[config.mk]
export PLATFORM = sky130hd
export DESIGN_NAME = gate_controller
export DESIGN_NICKNAME = d
export VERILOG_FILES = /design/src/rtl/gate_controller.sv
export SDC_FILE = /design/constraint.sdc
export NUM_CORES = 1
export LEC_CHECK = 0
export ABC_AREA = 0
export CAP_MARGIN = 20
export CORE_MARGIN = 2
export CORE_UTILIZATION = 40
export CTS_CLUSTER_DIAMETER = 80
export DETAILED_ROUTE_END_ITERATION = 16
export GPL_TIMING_DRIVEN = 0
export HOLD_SLACK_MARGIN = 0.02
export PLACE_DENSITY = 0.55
export SKIP_LAST_GASP = 1
export SYNTH_ARGS = -nofsm -noshare
export SYNTH_HDL_FRONTEND = slang
export SYNTH_SLANG_ARGS = --single-unit
[constraint.sdc]
create_clock -name clk -period 6 [get_ports clk]
set_clock_uncertainty 0.05 [all_clocks]
set_input_delay 1.2 -clock clk [delete_from_list [all_inputs] [get_ports clk]]
set_output_delay 1.2 -clock clk [all_outputs]
set_load 0.005 [all_outputs]
[src/rtl/gate_controller.sv]
// Parking gate barrier controller.
// Sequences a barrier through IDLE -> RAISING -> OPEN -> LOWERING -> IDLE,
// or IDLE -> DENY -> IDLE when no space is free. It admits one car per
// open cycle and re-raises if a car is still under the barrier while it lowers.
// All outputs are registered. Reset is synchronous and active-low.
// Optional feature macro: GATE_TIMEOUT_EN. When it is defined, an open barrier
// that sees no car within OPEN_TIMEOUT cycles closes and pulses timeout.
module gate_controller #(
    parameter int unsigned MOVE_CYCLES  = 50000000,
    parameter int unsigned OPEN_TIMEOUT = 500000000,
    parameter int unsigned DENY_CYCLES  = 25000000
) (
    input  logic clk,
    input  logic reset,
    input  logic request,
    input  logic space_avail,
    input  logic car_passed,
    output logic gate_open,
    output logic gate_moving,
    output logic entry_pulse,
    output logic denied,
    output logic timeout
);

    localparam logic [2:0] S_IDLE     = 3'd0;
    localparam logic [2:0] S_RAISING  = 3'd1;
    localparam logic [2:0] S_OPEN     = 3'd2;
    localparam logic [2:0] S_LOWERING = 3'd3;
    localparam logic [2:0] S_DENY     = 3'd4;

    // Terminal count values. The counter starts at 0 when a state is entered,
    // so a state lasting N cycles exits when the count reaches N-1.
    localparam logic [31:0] MOVE_LAST = 32'(MOVE_CYCLES - 1);
    localparam logic [31:0] DENY_LAST = 32'(DENY_CYCLES - 1);
    localparam logic [31:0] CNT_MAX   = 32'hFFFF_FFFF;
`ifdef GATE_TIMEOUT_EN
    localparam logic [31:0] OPEN_LAST = 32'(OPEN_TIMEOUT - 1);
`endif

    logic [2:0]  state_q, state_d;
    logic [31:0] cnt_q, cnt_d;
    logic        req_q, car_q;
    logic        gate_open_q, gate_open_d;
    logic        gate_moving_q, gate_moving_d;
    logic        entry_pulse_q, entry_pulse_d;
    logic        denied_q, denied_d;
`ifdef GATE_TIMEOUT_EN
    logic        timeout_q, timeout_d;
`endif

    logic req_rise;
    logic car_rise;

    // A rising edge is the current input high while last cycle's sample was low.
    assign req_rise = request & ~req_q;
    assign car_rise = car_passed & ~car_q;

    // Next-state, counter and next-output logic.
    // NOTE: every signal gets a default at the top so no path leaves it unassigned (no latch).
    always_comb begin
        state_d       = state_q;
        // Saturate rather than wrap so a long OPEN wait can never alias a terminal count.
        cnt_d         = (cnt_q == CNT_MAX) ? cnt_q : cnt_q + 32'd1;
        entry_pulse_d = 1'b0;
`ifdef GATE_TIMEOUT_EN
        timeout_d     = 1'b0;
`endif

        case (state_q)
            S_IDLE: begin
                cnt_d = '0;
                if (req_rise) begin
                    state_d = space_avail ? S_RAISING : S_DENY;
                end
            end
            S_RAISING: begin
                // space_avail is deliberately ignored here: a raise in progress completes.
                if (cnt_q == MOVE_LAST) begin
                    state_d = S_OPEN;
                end
            end
            S_OPEN: begin
                if (car_rise) begin
                    state_d       = S_LOWERING;
                    entry_pulse_d = 1'b1;
                end
`ifdef GATE_TIMEOUT_EN
                else if (cnt_q == OPEN_LAST) begin
                    state_d   = S_LOWERING;
                    timeout_d = 1'b1;
                end
`endif
            end
            S_LOWERING: begin
                // A car still under the barrier (level, not edge) forces a fresh raise.
                if (car_passed) begin
                    state_d = S_RAISING;
                end else if (cnt_q == MOVE_LAST) begin
                    state_d = S_IDLE;
                end
            end
            S_DENY: begin
                if (cnt_q == DENY_LAST) begin
                    state_d = S_IDLE;
                end
            end
            default: begin
                state_d = S_IDLE;
            end
        endcase

        // Every state entry (including LOWERING -> RAISING) restarts the count.
        if (state_d != state_q) begin
            cnt_d = '0;
        end

        // Outputs are decoded from the next state so the registered copies
        // line up with the state register.
        gate_open_d   = (state_d == S_OPEN);
        gate_moving_d = (state_d == S_RAISING) || (state_d == S_LOWERING);
        denied_d      = (state_d == S_DENY);
    end

    // State, counter, edge-detect and output registers.
    // NOTE: sequential state uses non-blocking assignments so all registers update together.
    always_ff @(posedge clk) begin
        if (!reset) begin
            state_q       <= S_IDLE;
            cnt_q         <= '0;
            req_q         <= 1'b0;
            car_q         <= 1'b0;
            gate_open_q   <= 1'b0;
            gate_moving_q <= 1'b0;
            entry_pulse_q <= 1'b0;
            denied_q      <= 1'b0;
        end else begin
            state_q       <= state_d;
            cnt_q         <= cnt_d;
            req_q         <= request;
            car_q         <= car_passed;
            gate_open_q   <= gate_open_d;
            gate_moving_q <= gate_moving_d;
            entry_pulse_q <= entry_pulse_d;
            denied_q      <= denied_d;
        end
    end

`ifdef GATE_TIMEOUT_EN
    // Timeout pulse register, present only when the open window is bounded.
    always_ff @(posedge clk) begin
        if (!reset) begin
            timeout_q <= 1'b0;
        end else begin
            timeout_q <= timeout_d;
        end
    end
    assign timeout = timeout_q;
`else
    assign timeout = 1'b0;
`endif

    assign gate_open   = gate_open_q;
    assign gate_moving = gate_moving_q;
    assign entry_pulse = entry_pulse_q;
    assign denied      = denied_q;

endmodule

Yosys cells after proc, flatten, opt, wreduce, memory -nomap -nowiden
Index checks and enable logic that the tools add are counted.
{"block": "totals", "wordCells": 39, "register_bits": 41, "output_inout_bits": 5, "inputBits": 5}
{"block": "classes", "mux": 9, "reduce_logical": 4, "n_bitwise": 5, "eq_ne": 12, "addsub": 1}
{"cell": "adder 32 x 1 -> 32 bit (second input constant)", "count": 1}
{"cell": "== test 32 x 25 -> 1 bit (second input constant)", "count": 1}
{"cell": "== test 32 x 26 -> 1 bit (second input constant)", "count": 1}
{"cell": "== test 32 bit (second input constant)", "count": 1}
{"cell": "two-way mux 3 bit", "count": 7}
{"cell": "case mux 3 bit (5 select lines)", "count": 1}
{"cell": "== test 3 x 2 -> 1 bit (second input constant)", "count": 4}
{"cell": "== test 3 x 1 -> 1 bit (second input constant)", "count": 2}
{"cell": "== test 3 bit (second input constant)", "count": 2}
{"cell": "zero test 3 bit", "count": 1}
{"cell": "!= test 3 bit", "count": 1}
{"cell": "NOT 1 bit", "count": 3}
{"cell": "OR reduction 3 bit", "count": 1}
{"cell": "AND 1 bit", "count": 2}
{"cell": "AND reduction 2 bit", "count": 1}
{"cell": "logical OR 1 bit", "count": 1}
{"cell": "two-way mux 1 bit", "count": 1}

Depth between registers and ports, before layout
Gate-level depths: netlist of the first run.
{"block": "logic_depth", "depth_word": 6, "ltp_mapped": 9, "ltp_nobuf": 6}

Least setup slack after synthesis of the first run
Ideal clock, no wire load.
{"block": "synth_path", "kind": "input-to-reg", "from": "in request", "to": "reg cnt_q[5]", "n_path_buf": 1, "setup_time_ns": 0.148, "cell_stages": 5, "required_ns": 5.802, "t_arrival_ns": 2.299, "path_slack_ns": 3.503, "path_cell_list": "nor4bb_1 > o2bb2ai_1 > a21o_1 > clkbuf_1 > a211oi_1"}
{"block": "synth_between", "elab_chain_len": 5}
{"item": "start, declared", "line": "15", "text": "input logic request,"}
{"item": "AND 1 bit", "line": "55", "text": "assign req_rise = request & ~req_q;"}
{"item": "two-way mux 3 bit", "line": "72", "text": "if (req_rise) begin"}
{"item": "case mux 3 bit (5 select lines)", "line": "69", "text": "case (state_q)"}
{"item": "!= test 3 bit", "line": "113", "text": "if (state_d != state_q) begin"}
{"item": "OR reduction 3 bit (no source line)"}
{"item": "end signal, assigned", "line": "138", "text": "cnt_q <= cnt_d;"}
{"item": "end, declared", "line": "41", "text": "logic [31:0] cnt_q, cnt_d;"}
No other way between the ends.
A chain may end at the register's enable or synchronous reset.

Final worst setup path of the first run
Ends and elaborated chain as after synthesis.

==> out/qor.csv, run 1 <==
stage,metric,value,unit
outcome,status,completed,
global_route,antenna_found_initial,0,
cells_and_area,stdcell_area,0.00271,mm²
worst_setup_path,worstPathMaxFanout,10,
timing,hold_ws,0.421,ns
clocking,cts_made_buffers,5,
route,wl,6230,µm
yosys,synthMuxAreaShare,1.23,%
yosys,synth_edf_count,0,
job,maxCapViolCount,0,
clocking,postCtsSetupRepairBufs,0,
timing,setup_ws,2.95,ns
yosys,synth_fa_ha_area_share,0.512,%
cells_and_area,fin_cells,360,
clocking,insertion_delay,0.30,ns
clocking,root_buffer,clkbuf_8,
worst_setup_path,critPathLaunchType,primary input,
route,drc,0,
global_route,grt_pass1_wl,10100,µm
timing,final_max_slew_viol_count,0,
clocking,clockBufferDepth,2,
route,final_antenna_net_count,0,
worst_setup_path,path_class,primary input to flop,
route,drt_iter0_drc,124,
place,post-place-ws,2.64,ns
clocking,path_clk_slew,0.09,ns
yosys,yosys_register_bits,41,
cells_and_area,nets,290,
die,coreArea,0.00592,mm²
route,first_pass_iters,4,
min_path,hold_class,flop to flop,
cells_and_area,nFillCells,593,
yosys,yosysWarnings,0,
timing,finalCritPeriodShare,50.9,%
worst_setup_path,cp_cell_sequence,"clkdlybuf4s50_1, nor4bb_1, o2bb2ai_1, a21o_1, clkbuf_1, a211oi_1",
yosys,yosys.area.top_type,dfxtp_1,
worst_setup_path,crit_arrival,3.16,ns
pwr,power_density,188,mW/mm²
global_route,grt_pass1_vias,1991,
worst_setup_path,cp-end-kind,flop,
clocking,cts_resized,0,
global_route,grt_usage,19.8,%
pwr,ir_drop,0.0931,mV
global_route,grt_max_degree,14,
worst_setup_path,r2r_slack,3.20,ns
die,rows,28,
yosys,syn-num-nets,275,
worst_setup_path,critPathSlowestCell,clkbuf_1,
place,placed_cell_area,0.00262,mm²
die,die_area,0.00675,mm²
die,initial_utilization,41.3,%
cells_and_area,drive_gt1_share,15.4,%
die,ioPinCount,10,
yosys,synth_top_family_by_area,simple AND/OR/NAND/NOR gates,
yosys,synth_flop_cell,dfxtp_1,
place,dp_hpwl,4430,µm
yosys,synth_xor_xnor_area_share,1.79,%
timing,clock.fmax,328,MHz
timing,hold_violations,0,
yosys,synth.avg_cell_area,9.08,µm²
cells_and_area,area_growth_syn_to_layout,10.7,%
die,die_h,82.2,µm
clocking,cts_tree,yes,
clocking,cts-htree-levels,2,
timing,tightest_slew,0.737,ns
yosys,synth-compound-area-share,21.5,%
clocking,cts_num_sinks,41,
yosys,ys_top_cells_by_area,"dfxtp_1 34%, a211oi_2 8.2%, o31ai_1 4.3%",
route,wl_per_cell,17.3,µm
yosys,ys_seq_area_share,33.6,%
worst_setup_path,critPathRequiredTime,6.10,ns
timing,setup_viol,0,
pwr,leakage,0.000777,µW
global_route,gr-total-overflow,0,
route,via_per_inst,6.19,
yosys,yosys.area_share.simple,36.4,%
worst_setup_path,slowest_delay,0.60,ns
clocking,cts_hold_buf,0,
place,port_buffers,8,
yosys,synthArstFlopShare,0,%
yosys,yosysTopAreaCellShare,33.6,%
yosys,syn_inst,269,
die,die_x,82.2,µm
place,routabilityCongestion,0.818,
place,place_inst,352,
yosys,syn_area,0.00244,mm²
timing,rsz0062_at_grt,false,
timing,final.min_clock_period,3.05,ns
yosys,synth.distinct_cells,51,
route,via_count,2229,
timing,tns,0,ns
cells_and_area,antenna_cells,0,
timing,max_slew_margin,50.8,%
[layer usage]
metal	track usage, %	part of all wire (%)	up-vias
met4	5.67	1.6	0
met2	31.5	46	45
met1	27.0	48	1073
met3	4.24	4.3	10
li1	-	-	1101
met5	0	0	-
[final timing paths]
kind / end / from / cells past startpoint
min: entry_pulse / car_q / 1
max: cnt_q[5] / request / 6
min reg2reg: entry_pulse / car_q / 1
max reg2reg: cnt_q[5] / cnt_q[6] / 7
[synth_stat cells (8+ instances only)]
cell      count
or4_1        14
nand3_1      15
dfxtp_1      41
or3_1        13
nand2_1      17
nor3_1        8
o31ai_1      14
o21ai_1      10
a211oi_1      8
a211oi_2     16
nand4_1      13
and3_1        8
[cell type report]
cell class	instances	area, µm²	share of cell area, %
repair buffers	8	80.1	2.96
plain buffers	15	108	3.98
well taps	75	93.8	3.47
flip-flops and latches	41	821	30.3
multi-input cells	210	1500	55.6
clock inverters	2	15.0	0.555
inverters	3	11.3	0.416
clock buffers	6	72.6	2.68
[sequential cells by signal (all words and copies together) (netlist names)]
register and flops:
cnt_q 32, state_q 3, car_q 1, denied 1, entry_pulse 1, gate_moving 1, gate_open 1, req_q 1
[power breakdown]
part,internal [µW],total [µW],switching [µW],leakage (µW)
clock,82.2,189,107,0.0000374
combinational,14.4,40.4,26.0,0.000408
sequential,275,278,2.65,0.000331
[placed cells by master (no fill, tap or decap), drive strengths merged, types with 2 or more instances in the layout]
cell           Yosys  final
dfxtp             41     41
a211oi            24     24
nand2             17     17
nand3             16     16
or4               15     15
o31ai             14     14
nand4             14     14
o21ai             14     14
or3               13     13
clkbuf             5     11
nor3              10     10
nor4              10     10
buf               10     10
and3               8      8
clkdlybuf4s50      0      8
nor2               6      6
a21oi              6      6
and4               5      5
and2               5      5
nand2b             5      5
xor2               4      4
inv                3      3
nor2b              3      3
mux2i              3      3
nor4b              2      2
o21a               2      2
clkinvlp           0      2
[kinds of logic after synthesis]
kind of cell    count (synthesis)
simple gates                  135
compound gates                 65
flops                          41
buf+inv                        18
xor+xnor                        5
mux                             3
fa+ha+maj                       1
other cells                     1
[stage by stage]
step / utilization [%] / power (µW)
5_1_grt: 45.7 / 526
3_3_place_gp: 44.2 / 325
4_1_cts: 45.7 / 513
6_report: 45.7 / 507
2_1_floorplan: - / 310
3_5_place_dp: 44.2 / 325
[critical path, delay by kind of cell]
| kind | cells | cell delay [ns] |
|---|---|---|
| buf+inv | 2 | 1.07 |
| compound gates | 3 | 0.52 |
| simple gates | 1 | 0.37 |
Power figures use the tool's default switching activity.
==> run 2, diff against run 1 <==
==> constraint.sdc (replaced) <==
create_clock -name clk -period 3.1 [get_ports clk]
set_clock_uncertainty 0.05 [all_clocks]
set_input_delay 0.62 -clock clk [delete_from_list [all_inputs] [get_ports clk]]
set_output_delay 0.62 -clock clk [all_outputs]
set_load 0.005 [all_outputs]
==> results of run 2 <==
The final DEF is identical to that of run 1. Status: completed.
Among the figures that moved: setup slack after placement 2.64 ns -> 0.320 ns; setup slack after layout 2.95 ns -> 0.301 ns; start point of the critical path request -> cnt_q[6]; register-to-register setup slack 3.20 ns -> 0.30 ns; total power 507 µW -> 982 µW; worst IR drop on VDD 0.0931 mV -> 0.180 mV
